**src/rtl/urc_rover_pkg.sv**
```systemverilog
// Shared constants and FSM state type for the URC rover ADC acquisition path.
`timescale 1ns/1ps
package urc_rover_pkg;

  localparam int ADC_BITS    = 8;
  localparam int FRAME_BITS  = 16;
  localparam int LEAD_ZEROS  = 4;
  localparam int TRAIL_ZEROS = 4;

  typedef enum logic [2:0] {IDLE, START, SHIFT, DONE, QUIET} adc_state_t;

endpackage

```
**src/rtl/ad7478_ctrl.sv**
```systemverilog
// AD7478 frame sequencer: drives the shared CS/SCLK pair and captures one
// 16-bit frame per ADC.
`timescale 1ns/1ps
module ad7478_ctrl
  import urc_rover_pkg::*;
#(
  parameter int NUM_ADCS  = 1,
  parameter int QUIET_CYC = 2
) (
  input  logic                         clk,
  input  logic                         rst,
  input  logic [NUM_ADCS-1:0]          sdat,
  output logic                         cs,
  output logic                         mclk,
  output logic [ADC_BITS*NUM_ADCS-1:0] data,
  output logic                         valid,
  output logic [NUM_ADCS-1:0]          err
);

  localparam int QW = $clog2(QUIET_CYC + 1);

  adc_state_t            state, state_d;
  logic                  cs_d, mclk_d;
  logic [4:0]            bit_cnt;
  logic [QW-1:0]         quiet_cnt;
  logic [FRAME_BITS-1:0] sreg [NUM_ADCS];

  // CS/MCLK are computed from the next state so the pins change on the same
  // edge as the state register.
  always_comb begin
    state_d = state;
    cs_d    = 1'b1;
    mclk_d  = 1'b1;
    case (state)
      IDLE:    state_d = START;
      START:   state_d = SHIFT;
      SHIFT:   if (bit_cnt == 5'd31) state_d = DONE;
      DONE:    state_d = QUIET;
      QUIET:   if (quiet_cnt == QW'(QUIET_CYC - 1)) state_d = START;
      default: state_d = IDLE;
    endcase
    case (state_d)
      START: cs_d = 1'b0;
      SHIFT: begin
        cs_d   = 1'b0;
        mclk_d = (state == SHIFT) ? ~mclk : 1'b0;
      end
      default: ;
    endcase
  end

  always_ff @(posedge clk or posedge rst) begin
    if (rst) begin
      state     <= IDLE;
      cs        <= 1'b1;
      mclk      <= 1'b1;
      valid     <= 1'b0;
      data      <= '0;
      err       <= '0;
      bit_cnt   <= '0;
      quiet_cnt <= '0;
      for (int i = 0; i < NUM_ADCS; i++) sreg[i] <= '0;
    end else begin
      state <= state_d;
      cs    <= cs_d;
      mclk  <= mclk_d;
      valid <= (state == DONE);
      case (state)
        START:   bit_cnt   <= '0;
        SHIFT:   bit_cnt   <= bit_cnt + 5'd1;
        DONE:    quiet_cnt <= '0;
        QUIET:   quiet_cnt <= quiet_cnt + QW'(1);
        default: ;
      endcase
      // Sample on the edge that drives MCLK low-to-high, i.e. the ADC's rising SCLK.
      if (state == SHIFT && !mclk) begin
        for (int i = 0; i < NUM_ADCS; i++)
          sreg[i] <= {sreg[i][FRAME_BITS-2:0], sdat[i]};
      end
      if (state == DONE) begin
        for (int i = 0; i < NUM_ADCS; i++) begin
          data[i*ADC_BITS +: ADC_BITS] <= sreg[i][TRAIL_ZEROS +: ADC_BITS];
          err[i] <= (sreg[i][FRAME_BITS-1 -: LEAD_ZEROS] != '0) ||
                    (sreg[i][TRAIL_ZEROS-1:0] != '0);
        end
      end
    end
  end

endmodule

```
**src/rtl/urc_rover.sv**
```systemverilog
// URC rover top level: OSCCLK-domain reset synchronizer plus the AD7478
// acquisition controller.
`timescale 1ns/1ps
module urc_rover
  import urc_rover_pkg::*;
#(
  parameter int NUM_ADCS  = 1,
  parameter int QUIET_CYC = 2
) (
  input  logic                         OSCCLK,
  input  logic                         EXTRST,
  output logic                         ADC_CS,
  output logic                         ADC_MCLK,
  input  logic [NUM_ADCS-1:0]          ADC_SDAT,
  output logic [ADC_BITS*NUM_ADCS-1:0] ADC_DATA,
  output logic                         ADC_VALID,
  output logic [NUM_ADCS-1:0]          ADC_ERR
);

  logic [1:0] rst_ff;
  logic       rst_sync;

  // Asserts immediately with EXTRST, releases two OSCCLK edges later.
  always_ff @(posedge OSCCLK or posedge EXTRST) begin
    if (EXTRST) rst_ff <= 2'b11;
    else        rst_ff <= {rst_ff[0], 1'b0};
  end

  assign rst_sync = rst_ff[1];

  ad7478_ctrl #(
    .NUM_ADCS  (NUM_ADCS),
    .QUIET_CYC (QUIET_CYC)
  ) u_ctrl (
    .clk   (OSCCLK),
    .rst   (rst_sync),
    .sdat  (ADC_SDAT),
    .cs    (ADC_CS),
    .mclk  (ADC_MCLK),
    .data  (ADC_DATA),
    .valid (ADC_VALID),
    .err   (ADC_ERR)
  );

endmodule

```
**config.mk**
```make
export PLATFORM = sky130hd
export DESIGN_NAME = urc_rover
export DESIGN_NICKNAME = d
export VERILOG_FILES = /design/src/rtl/urc_rover_pkg.sv /design/src/rtl/ad7478_ctrl.sv /design/src/rtl/urc_rover.sv
export SDC_FILE = /design/constraint.sdc
export NUM_CORES = 1
export LEC_CHECK = 0
export BUFFER_PORTS_ARGS = -buffer_cell sky130_fd_sc_hd__buf_2
export CAP_MARGIN = 20
export CORE_MARGIN = 10
export CORE_UTILIZATION = 57
export CTS_CLUSTER_SIZE = 8
export DETAILED_ROUTE_END_ITERATION = 10
export GPL_ROUTABILITY_DRIVEN = 0
export HOLD_SLACK_MARGIN = 0.12
export PLACE_DENSITY = 0.86
export SYNTH_ARGS = -nofsm -noshare
export SYNTH_HDL_FRONTEND = slang
export SYNTH_SLANG_ARGS = --single-unit
```
**constraint.sdc**
```tcl
create_clock -name OSCCLK -period 1.6 [get_ports OSCCLK]
set_clock_uncertainty 0.2 [all_clocks]
set_input_delay 0.32 -clock OSCCLK [delete_from_list [all_inputs] [get_ports OSCCLK]]
set_output_delay 0.32 -clock OSCCLK [all_outputs]
set_load 0.005 [all_outputs]
```
Word level (Yosys, flattened, before mapping):

Index checks and enable logic that the tools add are counted.

* output and inout port bits: 12
* ROM bits: 0
* bits in registers: 40
* logic and storage cells: 38
* memories: 0
* input bits: 3
* RAM bits: 0
* latch bits: 0

* div/mod/pow operators: 0
* bitwise logic cells: 1
* reduce and logical (&&, ||, !) cells: 9
* $add $sub $neg: 2
* equal/unequal tests: 8
* shift operators: 0
* magnitude comparators: 0
* muxes and demuxes: 8
* multiply operators: 0

Operator list (number)
* $pmux W3 S5: 1
* $pmux W5 S2: 1
* $eq A3 B2 Y1 const B: 3
* $reduce_bool A4 Y1: 2
* $eq A3 B1 Y1 const B: 2
* $mux W3: 2
* $add A5 B1 Y5 const B: 1
* $eq A5 B5 Y1 const B: 1
* $pmux W2 S2: 1
* $reduce_bool A2 Y1: 2
* $eq A3 B3 Y1 const B: 1
* $logic_not A3 Y1: 1
* $mux W1: 3
* $add A2 B1 Y2 const B: 1
* $eq A2 B1 Y1 const B: 1
* $reduce_or A2 Y1: 1
* $logic_and A1 B1 Y1: 1
* $logic_not A1 Y1: 1
* $logic_or A1 B1 Y1: 1
* $not A1 Y1: 1

Logic depth before layout (Yosys ltp):

* word-level depth: 6
* depth in mapped cells: 6

Cells and area by module:

From an unflattened synthesis, not the netlist that was laid out.

* cell total of the unflattened synthesis: 134
* area total of the unflattened synthesis: 1707.9 µm²

Modules (own cells, without submodules)
* ad7478_ctrl: cells each 130, area each 1647.8 µm², instances 1, seq. area each 953.4 µm²
* urc_rover: cells each 4, area each 60.1 µm², instances 1, seq. area each 52.6 µm²

Worst setup path after synthesis:

Ideal clock, no wire load.

* path type: reg2reg
* from: register u_ctrl.state[2]
* to: register u_ctrl.sreg[0] in the netlist's numbering
* data arrival time: 1.476 ns
* library setup time: 0.125 ns
* cell stages (with the launch flop): 5
* data required time: 1.275 ns
* buffers on the path: 2
* path slack: -0.201 ns
* cell sequence: dfrtp_1 clkbuf_1 nor4_4 buf_6 mux2_2

* word-level cells in the longest chain between the ends: 2

Ends and longest elaborated chain
* start: declaration: line ad7478_ctrl.sv:22 `adc_state_t state, state_d;`
* start signal: assignment: line ad7478_ctrl.sv:64 `state <= state_d;`
* $eq A3 B2 Y1: line ad7478_ctrl.sv:76 `if (state == SHIFT && !mclk) begin`
* $logic_and A1 B1 Y1: line ad7478_ctrl.sv:76
* end signal: indexed assignment: line ad7478_ctrl.sv:78 `sreg[i] <= {sreg[i][FRAME_BITS-2:0], sdat[i]};`
* end: declaration: line ad7478_ctrl.sv:26 `logic [FRAME_BITS-1:0] sreg [NUM_ADCS];`

Every way passes these cells.
A chain may end at the register's enable or synchronous reset.

Worst setup path after layout:

* from: register u_ctrl.bit_cnt[1]
* to: register u_ctrl.mclk

* word-level cells in the longest chain between the ends: 5

Ends and longest elaborated chain
* start: declaration: line ad7478_ctrl.sv:24 `logic [4:0] bit_cnt;`
* start signal: assignment: line ad7478_ctrl.sv:70 `SHIFT: bit_cnt <= bit_cnt + 5'd1;`
* $eq A5 B5 Y1: line ad7478_ctrl.sv:37 `SHIFT: if (bit_cnt == 5'd31) state_d = DONE;`
* $mux W3: line ad7478_ctrl.sv:37
* $pmux W3 S5: line ad7478_ctrl.sv:34 `case (state)`
* $eq A3 B2 Y1: line ad7478_ctrl.sv:42 `case (state_d)`
* $mux W1: line ad7478_ctrl.sv:42
* named net u_ctrl.mclk_d: line ad7478_ctrl.sv:23 `logic cs_d, mclk_d;`
* end signal: assignment: line ad7478_ctrl.sv:66 `mclk <= mclk_d;`
* end: declaration: line ad7478_ctrl.sv:14 `output logic mclk,`

The timed path passes the listed nets, and every way through them passes these cells.

==> results.txt <==
Among cell families on the critical path, the largest total delay comes from compound AO/OA/AOI/OAI gates. Fraction of the yosys area taken by sequential cells: 0.592. The part of the total power dissipated in combinational logic came out at 0.054. The maximum level of the CTS H-tree was 2; the synthesized flop and latch total was 40. The wire length after detailed routing came out at 4010 µm.

The timing-limited maximum frequency was 0.587 GHz. For the number of antenna violations at the first check in global routing, the log shows 0. The number of violations reported at the end of detailed-routing iteration 0 was 68.

Cell internal power was estimated by the tool at 1.27 mW. Synthesized netlist net count: 136. The type of the worst min-delay path was flop to flop. The initial cell density of the core came out at 0.606. Worst-skew pair later-pin latency: 0.35 ns. The async set or reset register ratio after synthesis was 1.00.

The per-cell via count in the routed design is 5.83. Setup repair after global routing could not meet its margin everywhere. The final reports fail on setup timing. For the global route total overflow, the log shows 0. Number of sinks on the clock net: 40. Top cell type by total area after synthesis: dfrtp_1. Entering global routing, the biggest net connects 27 pins. The buffering stage count on the worst path with inverters included came out at 1. The largest stage delay on the critical path came out at 0.41 ns. For the static leakage power, the log shows 1.07 nW. For the all-layer global routing usage, the log shows 0.131. The CTS buffer count was 5; the vertical extent of the die was 74.6 µm. After floorplanning, the core was sized to cover 2810 µm². Registers take 1010 µm². The tools report the sequential cell fraction of total power as 0.645.

Subtracting the final worst setup slack from the clock period gives 1.70 ns. The tools report the post-route antenna net violation count as 0. Dividing the detail-routed wire length by the instance count gives 19.9 µm. Walking the worst path, the cells encountered are ha_2 -> and3_4 -> ha_4 -> inv_2 -> o22ai_2 -> a2111o_1.

The flip-flop cell with the highest count after synthesis was dfrtp_1. Startpoint class of the critical path: a flop. The share of cells above drive strength 1 is 0.494. For the HPWL reported at the end of detailed placement, the log shows 2510 µm. The tools report the master cell of the clock root buffer as clkbuf_4.

For the fill cell total of the finished layout, the log shows 182. The switching power summed over all nets came out at 399 µW. Yosys printed 0 warnings. The critical path in this run is classified as flop to flop. The fraction of synthesized cell area taken by the top area cell type was 0.530; the fraction of power spent switching nets was 0.239.

Kind of end point of the critical path: a flop. The library cells used most frequently in the layout, excluding fill and tap cells, are dfrtp_1, mux2_4, buf_4. The final worst-path setup slack was -0.102 ns. Across the run, the number of max-cap violations was 0.

Dividing total power by cell area gives a power density of 765 nW/µm². The run gives 15 as the number of top-level design ports. Counting flops with a built-in enable in the synthesized netlist gives 0. Leaving out fill and tap cells, the most frequent cell in the layout is dfrtp_1. The die covers 5570 µm². The maximum fanout count along the critical path works out to 2. The die is 74.6 µm wide.

The run gives 1700 µm² as the synthesized cell area. The multi-input combinational cells in the finished layout cover a total of 722 µm². The site row count was 19; the number of endpoints failing setup at the final stage was 15. After synthesis, the mean cell area works out to 13.1 µm². For the worst path arrival time, the log shows 1.79 ns. The number of antenna diodes in the final layout is 0. Among all stages on the critical path, the largest delay is contributed by dfrtp_1. VDD sags by at most 0.676 mV. The critical path data required time came out at 1.68 ns. TritonCTS built the clock tree. The run gives 0 as the max-slew violation total from the final report.

The first global-routing pass estimated 5590 µm of wire. The sum of negative setup slack was -0.418 ns; the post-synthesis instance total was 130. After the last flow step, the layout net total stands at 175. The number of global-route vias before repair was 1255; the via total after detailed routing was 1171. The flow ran to the end, but the final reports show violations.

The final-report hold violation count is 0, and the part of the total power dissipated in the clock network is 0.301. For this run, design rule violations remaining after detail routing come to 0. The number of different library cells used by synthesis comes to 34. The run gives 185 as the total instance count after detailed placement. Ranked by total cell area, the synthesized netlist is headed by dfrtp_1, mux2_2, dfstp_2, o2bb2ai_1, a21oi_1.

The tools report the final instance count without filler cells as 201. The number of buffers added on ports works out to 14. The number of detailed-route iterations in the first pass was 4; the area overhead of the layout relative to synthesis was 28.0%. The final clock period utilization by the worst path was 1.06.

The clock passes through at most 2 buffers. Clock-pin slew was measured on the worst setup and hold paths at 0.12 ns.
synth_stat cells (2+ instances only):
library cell and n:
nor2_1 5, o22ai_1 2, inv_1 7, dfstp_2 4, nor2b_1 3, clkbuf_1 2, buf_2 3, o2bb2ai_1 5
o21ai_0 2, dfrtp_1 36, nor3_1 2, nand2b_1 3, a22oi_1 2, nor4_1 2, a21oi_1 8, mux2_2 24
ha_1 3
metal layers:
layer	track usage	up-vias	part of all wire
li1	-	536	-
met1	0.134	606	0.40
met3	0.0315	11	0.025
met4	0.0441	0	0.018
met5	0	-	0
met2	0.254	18	0.55
power by group through the flow:
| stage | clock, mW | sequential [mW] | combinational, mW |
|---|---|---|---|
| after detailed placement | 0 | 1.09 | 0.0721 |
| final | 0.502 | 1.07 | 0.0903 |
| after floorplan | 0 | 1.08 | 0.0427 |
| after global placement | 0 | 1.08 | 0.0669 |
| after global routing | 0.560 | 1.08 | 0.0992 |
| after CTS | 0.511 | 1.07 | 0.0778 |
cell families after synthesis:
logic type / after synthesis / share of synthesized area
xor gates and xnor gates: 1 / 0.00515
AOI/OAI and AO/OA: 23 / 0.0920
and+or+nand+nor: 24 / 0.0905
muxes: 24 / 0.159
DFF: 40 / 0.592
other: 1 / 0.00221
adders and majority gates: 3 / 0.0221
buffers and inverters: 14 / 0.0375
flip-flops by register name, summed over array words and instances (netlist names):
signal	cells
u_ctrl.sreg	16
u_ctrl.mclk	1
u_ctrl.quiet_cnt	2
u_ctrl.cs	1
u_ctrl.valid	1
u_ctrl.data	8
rst_ff	2
u_ctrl.state	3
u_ctrl.err	1
u_ctrl.bit_cnt	5
path summary, 6_finish.rpt:
check / startpoint / slack [ns] / cells after the start / end
worst max-delay path: u_ctrl.bit_cnt[1]$_DFFE_PP0P_ / -0.10 / 6 / u_ctrl.mclk$_DFF_PP1_
worst min-delay path: rst_ff[0]$_DFF_PP1_ / 0.17 / 0 / rst_ff[1]$_DFF_PP1_
worst max register to register: u_ctrl.bit_cnt[1]$_DFFE_PP0P_ / -0.10 / 6 / u_ctrl.mclk$_DFF_PP1_
worst min register to register: rst_ff[0]$_DFF_PP1_ / 0.17 / 0 / rst_ff[1]$_DFF_PP1_
max in group asynchronous: rst_ff[1]$_DFF_PP1_ / 0.26 / 3 / u_ctrl.sreg[8]$_DFFE_PP0P_
min in group asynchronous: EXTRST / 0.34 / 3 / rst_ff[1]$_DFF_PP1_
through the flow:
| step | hold WS [ns] | power, mW | setup slack [ns] | area [µm²] | utilization |
|---|---|---|---|---|---|
| after CTS | 0.176 | 1.66 | -0.0943 | 2030 | 0.725 |
| final | 0.175 | 1.67 | -0.102 | 2180 | 0.776 |
| after global routing | 0.176 | 1.74 | -0.138 | 2180 | 0.776 |
| after global placement | 0.0707 | 1.15 | -0.0244 | 1940 | 0.692 |
| after detailed placement | 0.0650 | 1.16 | -0.0795 | 1940 | 0.692 |
| after floorplan | 0.0315 | 1.12 | -0.144 | 1720 | - |
worst reg2reg max path: cells and delay by family, from the launching register on:
kind	cells	cell delay, ns
buf+inv	1	0.05
flops	1	0.41
simple gates	1	0.17
fa+ha+maj	2	0.35
compound gates	2	0.46
cell type report:
class                           count  area share
Clock buffer                        5      0.0172
Clock inverter                      3     0.00862
Inverter                            8      0.0138
Multi-Input combinational cell     76       0.332
Sequential cell                    40       0.463
Tap cell                           31      0.0178
Timing Repair Buffer               38       0.148
what timing repair did:
item	CTS	global route
hold buffers	3	0
cloned	0	2
endpoints found under the hold margin	13	0
setup endpoints to repair	17	30
setup buffers	0	3
pin swaps	0	1
resized for setup	1	20
No activity file was read; power rests on OpenSTA's default activity.
